--- config.mk ---
export PLATFORM = sky130hd
export DESIGN_NAME = treasure_frame_sequencer
export DESIGN_NICKNAME = d
export VERILOG_FILES = /design/src/rtl/treasure_frame_sequencer_pkg.sv /design/src/rtl/treasure_frame_sequencer_window_color_counter.sv /design/src/rtl/treasure_frame_sequencer.sv
export SDC_FILE = /design/constraint.sdc
export NUM_CORES = 1
export LEC_CHECK = 0
export CORE_ASPECT_RATIO = 0.5
export CORE_MARGIN = 2
export CORE_UTILIZATION = 50
export DETAILED_ROUTE_END_ITERATION = 10
export GPL_TIMING_DRIVEN = 0
export PLACE_DENSITY = 0.76
export SLEW_MARGIN = 20
export SYNTH_ARGS = -nofsm -noshare
export SYNTH_HDL_FRONTEND = slang
export SYNTH_HIERARCHICAL = 1
export SYNTH_SLANG_ARGS = --single-unit
--- constraint.sdc ---
create_clock -name CLK -period 2.71 [get_ports CLK]
set_clock_uncertainty 0.15 [all_clocks]
set_input_delay 0.542 -clock CLK [delete_from_list [all_inputs] [get_ports CLK]]
set_output_delay 0.542 -clock CLK [all_outputs]
set_load 0.005 [all_outputs]
--- src/rtl/treasure_frame_sequencer_pkg.sv ---
// Shared definitions for the treasure frame sequencer: colour class
// encoding, FSM state encoding, RESULT bit-field layout and screen size.
package treasure_frame_sequencer_pkg;

  typedef enum logic [1:0] {
    CLS_NONE = 2'b00,
    CLS_BLUE = 2'b01,
    CLS_RED  = 2'b10
  } color_class_t;

  typedef enum logic [1:0] {
    ST_IDLE   = 2'b00,
    ST_SCAN   = 2'b01,
    ST_DECIDE = 2'b10
  } seq_state_t;

  localparam int SCREEN_WIDTH_DEF  = 176;
  localparam int SCREEN_HEIGHT_DEF = 144;

  localparam int RESULT_W        = 9;
  localparam int RES_COLOR_BIT   = 0;
  localparam int RES_PRESENT_BIT = 1;
  localparam int RES_SHAPE_LSB   = 2;
  localparam int RES_SHAPE_MSB   = 3;
  localparam int RES_SEQ_LSB     = 4;
  localparam int RES_SEQ_MSB     = 8;

  // Build a RESULT word from a colour class and a sequence number.
  function automatic logic [RESULT_W-1:0] pack_result(color_class_t cls,
                                                      logic [4:0] seq);
    logic [RESULT_W-1:0] r;
    r = '0;
    r[RES_COLOR_BIT]                 = (cls == CLS_RED);
    r[RES_PRESENT_BIT]               = (cls != CLS_NONE);
    r[RES_SHAPE_MSB:RES_SHAPE_LSB]   = 2'b00;
    r[RES_SEQ_MSB:RES_SEQ_LSB]       = seq;
    return r;
  endfunction

endpackage

--- src/rtl/treasure_frame_sequencer_window_color_counter.sv ---
// Windowed red/blue pixel counter. A pixel is counted once per distinct
// coordinate: only when {x,y} differs from the previous cycle's value and
// lies inside the inclusive window. Counters saturate and clear synchronously.
module window_color_counter #(
  parameter int CNT_W  = 14,
  parameter int WIN_X0 = 40,
  parameter int WIN_X1 = 135,
  parameter int WIN_Y0 = 48,
  parameter int WIN_Y1 = 95
) (
  input  logic             clk,
  input  logic             reset_n,
  input  logic             count_en,
  input  logic             clear,
  input  logic [7:0]       pixel,
  input  logic [9:0]       pix_x,
  input  logic [9:0]       pix_y,
  output logic [CNT_W-1:0] red_cnt,
  output logic [CNT_W-1:0] blue_cnt
);

  localparam logic [9:0]       X0      = 10'(WIN_X0);
  localparam logic [9:0]       X1      = 10'(WIN_X1);
  localparam logic [9:0]       Y0      = 10'(WIN_Y0);
  localparam logic [9:0]       Y1      = 10'(WIN_Y1);
  localparam logic [CNT_W-1:0] CNT_MAX = '1;

  logic [19:0] prev_xy;
  logic        new_xy;
  logic        in_win;
  logic        is_red;
  logic        is_blue;

  assign new_xy  = ({pix_x, pix_y} != prev_xy);
  assign in_win  = (pix_x >= X0) && (pix_x <= X1) && (pix_y >= Y0) && (pix_y <= Y1);
  assign is_red  = pixel[7] & ~pixel[2];
  assign is_blue = ~pixel[7] & pixel[2];

  // Track last coordinate and accumulate saturating colour counts.
  always_ff @(posedge clk) begin
    if (!reset_n) begin
      prev_xy  <= '0;
      red_cnt  <= '0;
      blue_cnt <= '0;
    end else begin
      prev_xy <= {pix_x, pix_y};
      if (clear) begin
        red_cnt  <= '0;
        blue_cnt <= '0;
      end else if (count_en && new_xy && in_win) begin
        if (is_red && (red_cnt != CNT_MAX))
          red_cnt <= red_cnt + 1'b1;
        if (is_blue && (blue_cnt != CNT_MAX))
          blue_cnt <= blue_cnt + 1'b1;
      end
    end
  end

endmodule

--- src/rtl/treasure_frame_sequencer.sv ---
// Frame-level colour decision: counts window pixels per frame, classifies
// each frame, debounces the class over CONFIRM frames and publishes a
// sequence-numbered RESULT to the Arduino.
//
// Handshake: RESULT_VALID rises together with a new RESULT; RESULT is frozen
// while RESULT_VALID is 1; ACK sampled high while RESULT_VALID is 1 drops
// RESULT_VALID on the next edge; ACK while RESULT_VALID is 0 is ignored; a
// publish that would occur while RESULT_VALID is 1 is dropped, not queued.
module treasure_frame_sequencer
  import treasure_frame_sequencer_pkg::*;
#(
  parameter int SCREEN_WIDTH  = SCREEN_WIDTH_DEF,
  parameter int SCREEN_HEIGHT = SCREEN_HEIGHT_DEF,
  parameter int WIN_X0        = 40,
  parameter int WIN_X1        = 135,
  parameter int WIN_Y0        = 48,
  parameter int WIN_Y1        = 95,
  parameter int THRESH        = 512,
  parameter int CONFIRM       = 3,
  parameter int CNT_W         = 14
) (
  input  logic                CLK,
  input  logic                RESET_N,
  input  logic [7:0]          PIXEL_IN,
  input  logic [9:0]          VGA_PIXEL_X,
  input  logic [9:0]          VGA_PIXEL_Y,
  input  logic                VGA_VSYNC_NEG,
  input  logic                ACK,
  output logic [RESULT_W-1:0] RESULT,
  output logic                RESULT_VALID,
  output logic                FRAME_DONE
);

  // Window upper bounds are clamped to the visible screen.
  localparam int WX1 = (WIN_X1 < SCREEN_WIDTH)  ? WIN_X1 : SCREEN_WIDTH - 1;
  localparam int WY1 = (WIN_Y1 < SCREEN_HEIGHT) ? WIN_Y1 : SCREEN_HEIGHT - 1;
  localparam int STREAK_W = $clog2(CONFIRM + 1);
  localparam logic [STREAK_W-1:0] STREAK_MAX = STREAK_W'(CONFIRM);
  localparam logic [CNT_W-1:0]    THRESH_C   = CNT_W'(THRESH);

  seq_state_t          state;
  logic                vsync_prev;
  logic                frame_edge;
  logic [CNT_W-1:0]    red_cnt;
  logic [CNT_W-1:0]    blue_cnt;
  color_class_t        cand_cls;
  color_class_t        pub_cls;
  logic [STREAK_W-1:0] streak;
  logic [4:0]          seq_num;

  color_class_t        frame_cls;
  color_class_t        next_cand;
  logic [STREAK_W-1:0] next_streak;
  logic                do_publish;

  assign frame_edge = vsync_prev & ~VGA_VSYNC_NEG;

  window_color_counter #(
    .CNT_W  (CNT_W),
    .WIN_X0 (WIN_X0),
    .WIN_X1 (WX1),
    .WIN_Y0 (WIN_Y0),
    .WIN_Y1 (WY1)
  ) u_counter (
    .clk      (CLK),
    .reset_n  (RESET_N),
    .count_en (state == ST_SCAN),
    .clear    (state != ST_SCAN),
    .pixel    (PIXEL_IN),
    .pix_x    (VGA_PIXEL_X),
    .pix_y    (VGA_PIXEL_Y),
    .red_cnt  (red_cnt),
    .blue_cnt (blue_cnt)
  );

  // Frame classification, streak update and publish decision for DECIDE.
  always_comb begin
    frame_cls   = CLS_NONE;
    next_cand   = cand_cls;
    next_streak = streak;
    if ((red_cnt >= THRESH_C) && (red_cnt > blue_cnt))
      frame_cls = CLS_RED;
    else if ((blue_cnt >= THRESH_C) && (blue_cnt > red_cnt))
      frame_cls = CLS_BLUE;
    if (frame_cls == cand_cls) begin
      if (streak != STREAK_MAX)
        next_streak = streak + 1'b1;
    end else begin
      next_cand   = frame_cls;
      next_streak = STREAK_W'(1);
    end
    do_publish = (state == ST_DECIDE) && (next_streak == STREAK_MAX) &&
                 (next_cand != pub_cls) && !RESULT_VALID;
  end

  // Frame FSM, confirmation registers and Arduino handshake.
  always_ff @(posedge CLK) begin
    if (!RESET_N) begin
      state        <= ST_IDLE;
      vsync_prev   <= 1'b0;
      cand_cls     <= CLS_NONE;
      pub_cls      <= CLS_NONE;
      streak       <= '0;
      seq_num      <= '0;
      RESULT       <= '0;
      RESULT_VALID <= 1'b0;
      FRAME_DONE   <= 1'b0;
    end else begin
      vsync_prev <= VGA_VSYNC_NEG;
      FRAME_DONE <= 1'b0;
      if (RESULT_VALID && ACK)
        RESULT_VALID <= 1'b0;
      case (state)
        ST_IDLE:   if (frame_edge) state <= ST_SCAN;
        ST_SCAN:   if (frame_edge) state <= ST_DECIDE;
        ST_DECIDE: begin
          state      <= ST_SCAN;
          FRAME_DONE <= 1'b1;
          cand_cls   <= next_cand;
          streak     <= next_streak;
          if (do_publish) begin
            pub_cls      <= next_cand;
            seq_num      <= seq_num + 5'd1;
            RESULT       <= pack_result(next_cand, seq_num + 5'd1);
            RESULT_VALID <= 1'b1;
          end
        end
        default:   state <= ST_IDLE;
      endcase
    end
  end

endmodule

Word level (Yosys, flattened, before mapping) --
Cells that the tools add are included.
Word-level totals: flip-flop bits (word level) 71
Cells by class: add/sub/neg operators 4, magnitude comparators 8, equality and inequality tests 13, mux-type cells 12, bitwise operators 7, reductions and logical operators 21
Operator list (number):
- adder 14 x 1 -> 14 bit (second input constant) | 2
- >= comparator 14 x 10 -> 1 bit (second input constant) | 2
- greater-than comparator 14 bit | 2
- != test 14 bit (second input constant) | 2
- >= comparator 10 x 6 -> 1 bit (second input constant) | 2
- != test 20 bit | 1
- logical AND 1 bit | 13
- 2-to-1 mux 2 bit | 6
- <= comparator 10 x 7 -> 1 bit (second input constant) | 1
- <= comparator 10 x 8 -> 1 bit (second input constant) | 1
- AND reduction 2 bit | 4
- equality test 2 bit (second input constant) | 3
- != test 2 bit (second input constant) | 3
- case mux 2 bit (3 select lines) | 1
- adder 5 x 1 -> 5 bit (second input constant) | 1
- 2-to-1 mux 1 bit | 5
- NOT 1 bit | 4
- bitwise AND 1 bit | 3
- adder 2 x 1 -> 2 bit (second input constant) | 1
- equality test 2 x 1 -> 1 bit (second input constant) | 1
- equality test 2 bit | 1
- zero test 2 bit | 1
- != test 2 x 1 -> 1 bit (second input constant) | 1
- != test 2 bit | 1
- 3 further kinds | 3

Depth between registers and ports, before layout --
word-level depth 12, mapped depth 11, mapped depth without buffers 10

By module --
The synthesis kept the hierarchy.
Modules (own cells, without submodules):
- window_color_counter | instances 1, cells an instance 251, area each 2253.4 µm²
- treasure_frame_sequencer | instances 1, cells an instance 156, area each 1285.0 µm²

Least setup slack after synthesis --
No wires, ideal clock.
path kind register to register, start register u_counter.red_cnt[5], end register seq_num[4], library setup time 0.119 ns, arrival time 2.423 ns, setup slack 0.018 ns, stages on the path, launching flop included 11, path buffers 0, clock period less this slack 2.692 ns, cell sequence dfxtp_1 > inv_1 > ha_1 > and4_4 > o21a_1 > o31ai_4 > a31oi_2 > a311o_1 > a211oi_4 > nand4_1 > mux2i_1
Between the ends: longest elaborated chain between the ends 11, elaborated cells on any way between the ends 16, those cells by class order compare (3); eq/ne (3); mux (4); reduce/logical (6)
RTL lines:
- start: declaration | line treasure_frame_sequencer_window_color_counter.sv:18 | output logic [CNT_W-1:0] red_cnt,
- start signal: assignment | line treasure_frame_sequencer_window_color_counter.sv:52 | red_cnt <= red_cnt + 1'b1;
- greater-than comparator 14 bit | line treasure_frame_sequencer.sv:83 | else if ((blue_cnt >= THRESH_C) && (blue_cnt > red_cnt))
- logical AND 1 bit | line treasure_frame_sequencer.sv:83
- 2-to-1 mux 1 bit | line treasure_frame_sequencer.sv:83
- 2-to-1 mux 2 bit (*) | line treasure_frame_sequencer.sv:81 | if ((red_cnt >= THRESH_C) && (red_cnt > blue_cnt))
- equality test 2 bit | line treasure_frame_sequencer.sv:85 | if (frame_cls == cand_cls) begin
- 2-to-1 mux 2 bit | line treasure_frame_sequencer.sv:85
- equality test 2 bit | line treasure_frame_sequencer.sv:92 | do_publish = (state == ST_DECIDE) && (next_streak == STREAK_MAX) &&
- logical AND 1 bit | line treasure_frame_sequencer.sv:92
- logical AND 1 bit (*) | line treasure_frame_sequencer.sv:92
- logical AND 1 bit (*) | line treasure_frame_sequencer.sv:93 | (next_cand != pub_cls) && !RESULT_VALID;
- AND reduction 2 bit (no source line) (*)
- end signal: assignment | line treasure_frame_sequencer.sv:123 | seq_num <= seq_num + 5'd1;
- end: declaration | line treasure_frame_sequencer.sv:49 | logic [4:0] seq_num;
Mark *: on every way between the ends. The rest lies on a longest branch, timed or not. A chain may end at the register's enable or synchronous reset.

Final worst setup path --
start register u_counter.blue_cnt[1], end register seq_num[0]
Between the ends: longest elaborated chain between the ends 11, elaborated cells on any way between the ends 16, those cells by class order compare (3); eq/ne (3); mux (4); reduce/logical (6)
RTL lines:
- start: declaration | line treasure_frame_sequencer_window_color_counter.sv:19 | output logic [CNT_W-1:0] blue_cnt
- start signal: assignment | line treasure_frame_sequencer_window_color_counter.sv:54 | blue_cnt <= blue_cnt + 1'b1;
- >= comparator 14 x 10 -> 1 bit / greater-than comparator 14 bit (equally long branches) | line treasure_frame_sequencer.sv:83
- logical AND 1 bit | line treasure_frame_sequencer.sv:83
- 2-to-1 mux 1 bit | line treasure_frame_sequencer.sv:83
- 2-to-1 mux 2 bit (*) | line treasure_frame_sequencer.sv:81
- equality test 2 bit | line treasure_frame_sequencer.sv:85
- 2-to-1 mux 2 bit | line treasure_frame_sequencer.sv:85
- equality test 2 bit | line treasure_frame_sequencer.sv:92
- logical AND 1 bit | line treasure_frame_sequencer.sv:92
- logical AND 1 bit (*) | line treasure_frame_sequencer.sv:92
- logical AND 1 bit (*) | line treasure_frame_sequencer.sv:93
- AND reduction 2 bit (no source line) (*)
Marked as above.

==> results.yml <==
drt:
  drtAntennaViolNets: 0
  wl_mm: 9.09
  drc: 0
  wl_per_cell_um: 15.9
  drtIter0Drc: 251
  vias: 3306
  viasPerCell: 5.77
  dr.pass1.iters: 5
critical_path:
  crit_chain: "ha_4 > nor2b_4 > o21a_4 > o31ai_4 > a31oi_4 > a311o_1 > a211oi_4 > buf_4 > xor2_1 > and2_1"
  critPathKind: "reg2reg"
  crit_slowest_cell: "a311o_1"
  crit_arrival_ps: 2890
  crit_fanout: 6
  critPathLaunchType: "flip-flop"
  cp_num_buf_inv: 1
  cp_data_required_time_ps: 2840
  cp_top_family: "compound AO/OA/AOI/OAI gates"
  crit_path_end_kind: "flip-flop"
  slowest_delay_ps: 420
floorplanning:
  coreArea_mm2: 0.00675
  die_height_um: 63.5
  io_pins: 43
  rows: 21
  die-area_mm2: 0.00781
  initial_core_util: 0.524
  die_x_um: 123
synthesis:
  ys_seq_area_frac: 0.373
  synthArstFlopShare: 0
  yosysTopAreaCell: "dfxtp_1"
  syn_inst: 407
  yosys-top-cells-count: "dfxtp_1, a21oi_1, nand2_1, and2_1, inv_1"
  yosys_warnings: 6
  ys_ff_latch: 66
  synthTopCellsByArea: "dfxtp_1, ha_1, xnor2_1"
  synth_area_mm2: 0.00354
  synth_top_area_frac: 0.373
  netlist-cell-type-count: 57
  post-synth-top-count-cell: "dfxtp_1"
  synth_edf_count: 0
  avgSynthCellArea_um2: 8.69
  synth_ff_type: "dfxtp_1"
sta:
  slew_headroom: 0.610
  period_minus_slack_ps: 2760
  rsz0062_at_grt: "yes"
  fmax_mhz: 362
  setup_slack_ps: -52.5
  setup_tns_ps: -140
  hold_viol: 0
  setup_violations: 6
  worst_pin_slew_ps: 584
  period_share: 1.02
  maxSlewViolCount: 0
clock_tree:
  cts_inserted_buffers: 9
  clk_latency_ps: 340
  tritoncts: "done"
  numClockSinks: 66
  cts_buffer_depth: 2
  cts-root-buf: "clkbuf_16"
  clkTransAtPathRegs_ps: 50
  cts.htree.levels: 3
final_layout:
  drive_gt1_frac: 0.231
  fillers: 484
  multi_input_area_mm2: 0.00228
  utilization: 0.704
  antennaDiodeCount: 0
  seq_area_mm2: 0.00137
  nets: 525
  area_growth_syn_to_layout_pct: 34.4
pwr:
  ir_drop_mv: 0.331
  finalPower_uw: 2160
  cellLeakagePower_uw: 0.00174
  powerDensity_mw_per_mm2: 454
global_route:
  grt_max_degree: 12
  grt_overflow: 0
  antenna_found_initial: 0
  first_global_vias: 2874
  grtUsageTotal: 0.229
  grt_pass1_wl_mm: 13.8
place:
  gp_congestion: 0.847
  portBuffers: 34
  dpl.hpwl_mm: 5.64
run_status:
  failed_checks: "negative setup slack"
  run_status: "finished, violations left"
worst_hold_path:
  hold_path.class: "reg2reg"
run:
  cap_violations: 0
-- where the power goes --
part	switching (µW)	internal (µW)	total, µW
sequential	7.93	981	989
combinational	59.1	70.7	130
clock	427	615	1040
total	494	1670	2160
-- state kept, by name, summed over array words and instances, names as in the netlist --
| register | cells |
|---|---|
| state | 2 |
| pub_cls | 2 |
| FRAME_DONE | 1 |
| streak | 2 |
| u_counter/blue_cnt | 14 |
| cand_cls | 2 |
| u_counter/prev_xy | 20 |
| u_counter/red_cnt | 14 |
| vsync_prev | 1 |
| RESULT | 2 |
| RESULT_VALID | 1 |
| seq_num | 5 |
-- cell type report --
cell class                      count  share of cell area
Multi-Input combinational cell    303               0.480
Sequential cell                    66               0.287
Timing Repair Buffer               57               0.114
Clock buffer                       11              0.0489
Tap cell                           92              0.0242
Buffer                             17              0.0213
Inverter                           22              0.0179
Clock inverter                      5             0.00658
-- worst min-delay path: cells and delay by family (launching register included) --
kind            cells  cell delay (ps)
compound gates      1               50
simple gates        1               60
flops               1              310
-- metal layers --
metal,global-route usage,share of wire
met1,0.321,0.47
met2,0.334,0.45
met3,0.0688,0.068
met5,0,0
met4,0.0739,0.017
-- cell usage in the layout (no fill, tap or decap), types with 3 or more instances in the layout --
cell type,count
or4b_2,3
buf_4,23
o21ai_1,7
o31ai_2,3
nand2_1,31
buf_2,3
and2_1,27
nor2_1,12
dfxtp_1,47
o21a_1,3
o211ai_1,4
inv_2,5
or4_1,15
dfxtp_2,11
nand3_1,15
clkinv_2,3
or3_1,12
a21oi_1,31
and4_1,4
o21ai_0,12
dlymetal6s2s_1,10
ha_4,9
nand4_1,11
clkbuf_16,9
ha_1,8
xnor2_1,21
nand2b_1,9
buf_6,4
clkdlybuf4s50_1,24
o41ai_1,4
o31ai_1,9
clkbuf_1,8
nor2b_1,7
inv_1,16
dfxtp_4,8
and3_1,3
-- timing repair --
item                                    CTS  global route
hold buffers                              0             0
gates resized for setup                  23            68
gates cloned                              1             0
setup buffers                            11            11
pin swaps                                13            24
endpoints found under the setup margin   20            30
-- cells by family after synthesis --
family,Yosys count,share of synthesized area
buffers and inverters,39,0.0484
xor gates and xnor gates,22,0.0545
adders and majority gates,17,0.0601
and+or+nand+nor,164,0.274
DFF,66,0.373
AOI/OAI and AO/OA,96,0.183
muxes,2,0.00566
other,1,0.00106
-- path summary, 6_finish.rpt --
kind / end / start / cells after the start / slack [ps]
worst min register to register: RESULT[1]$_SDFFE_PN0P_ / RESULT[1]$_SDFFE_PN0P_ / 2 / 310
worst max-delay path: seq_num[0]$_SDFFE_PN0P_ / u_counter/blue_cnt[1]$_SDFFE_PP0P_ / 10 / -50
worst min-delay path: RESULT[1]$_SDFFE_PN0P_ / RESULT[1]$_SDFFE_PN0P_ / 2 / 310
worst max register to register: seq_num[0]$_SDFFE_PN0P_ / u_counter/blue_cnt[1]$_SDFFE_PP0P_ / 10 / -50
-- stage by stage --
stage	cells	cell area [µm²]	hold slack (ps)	worst slack, ps
2_1_floorplan	408	3540	291	18.3
3_3_place_gp	534	4000	299	-522
3_5_place_dp	534	4000	295	-519
4_1_cts	562	4410	309	-2.97
5_1_grt	573	4760	338	-211
6_report	573	4760	310	-52.5
Power figures use the tool's default switching activity.
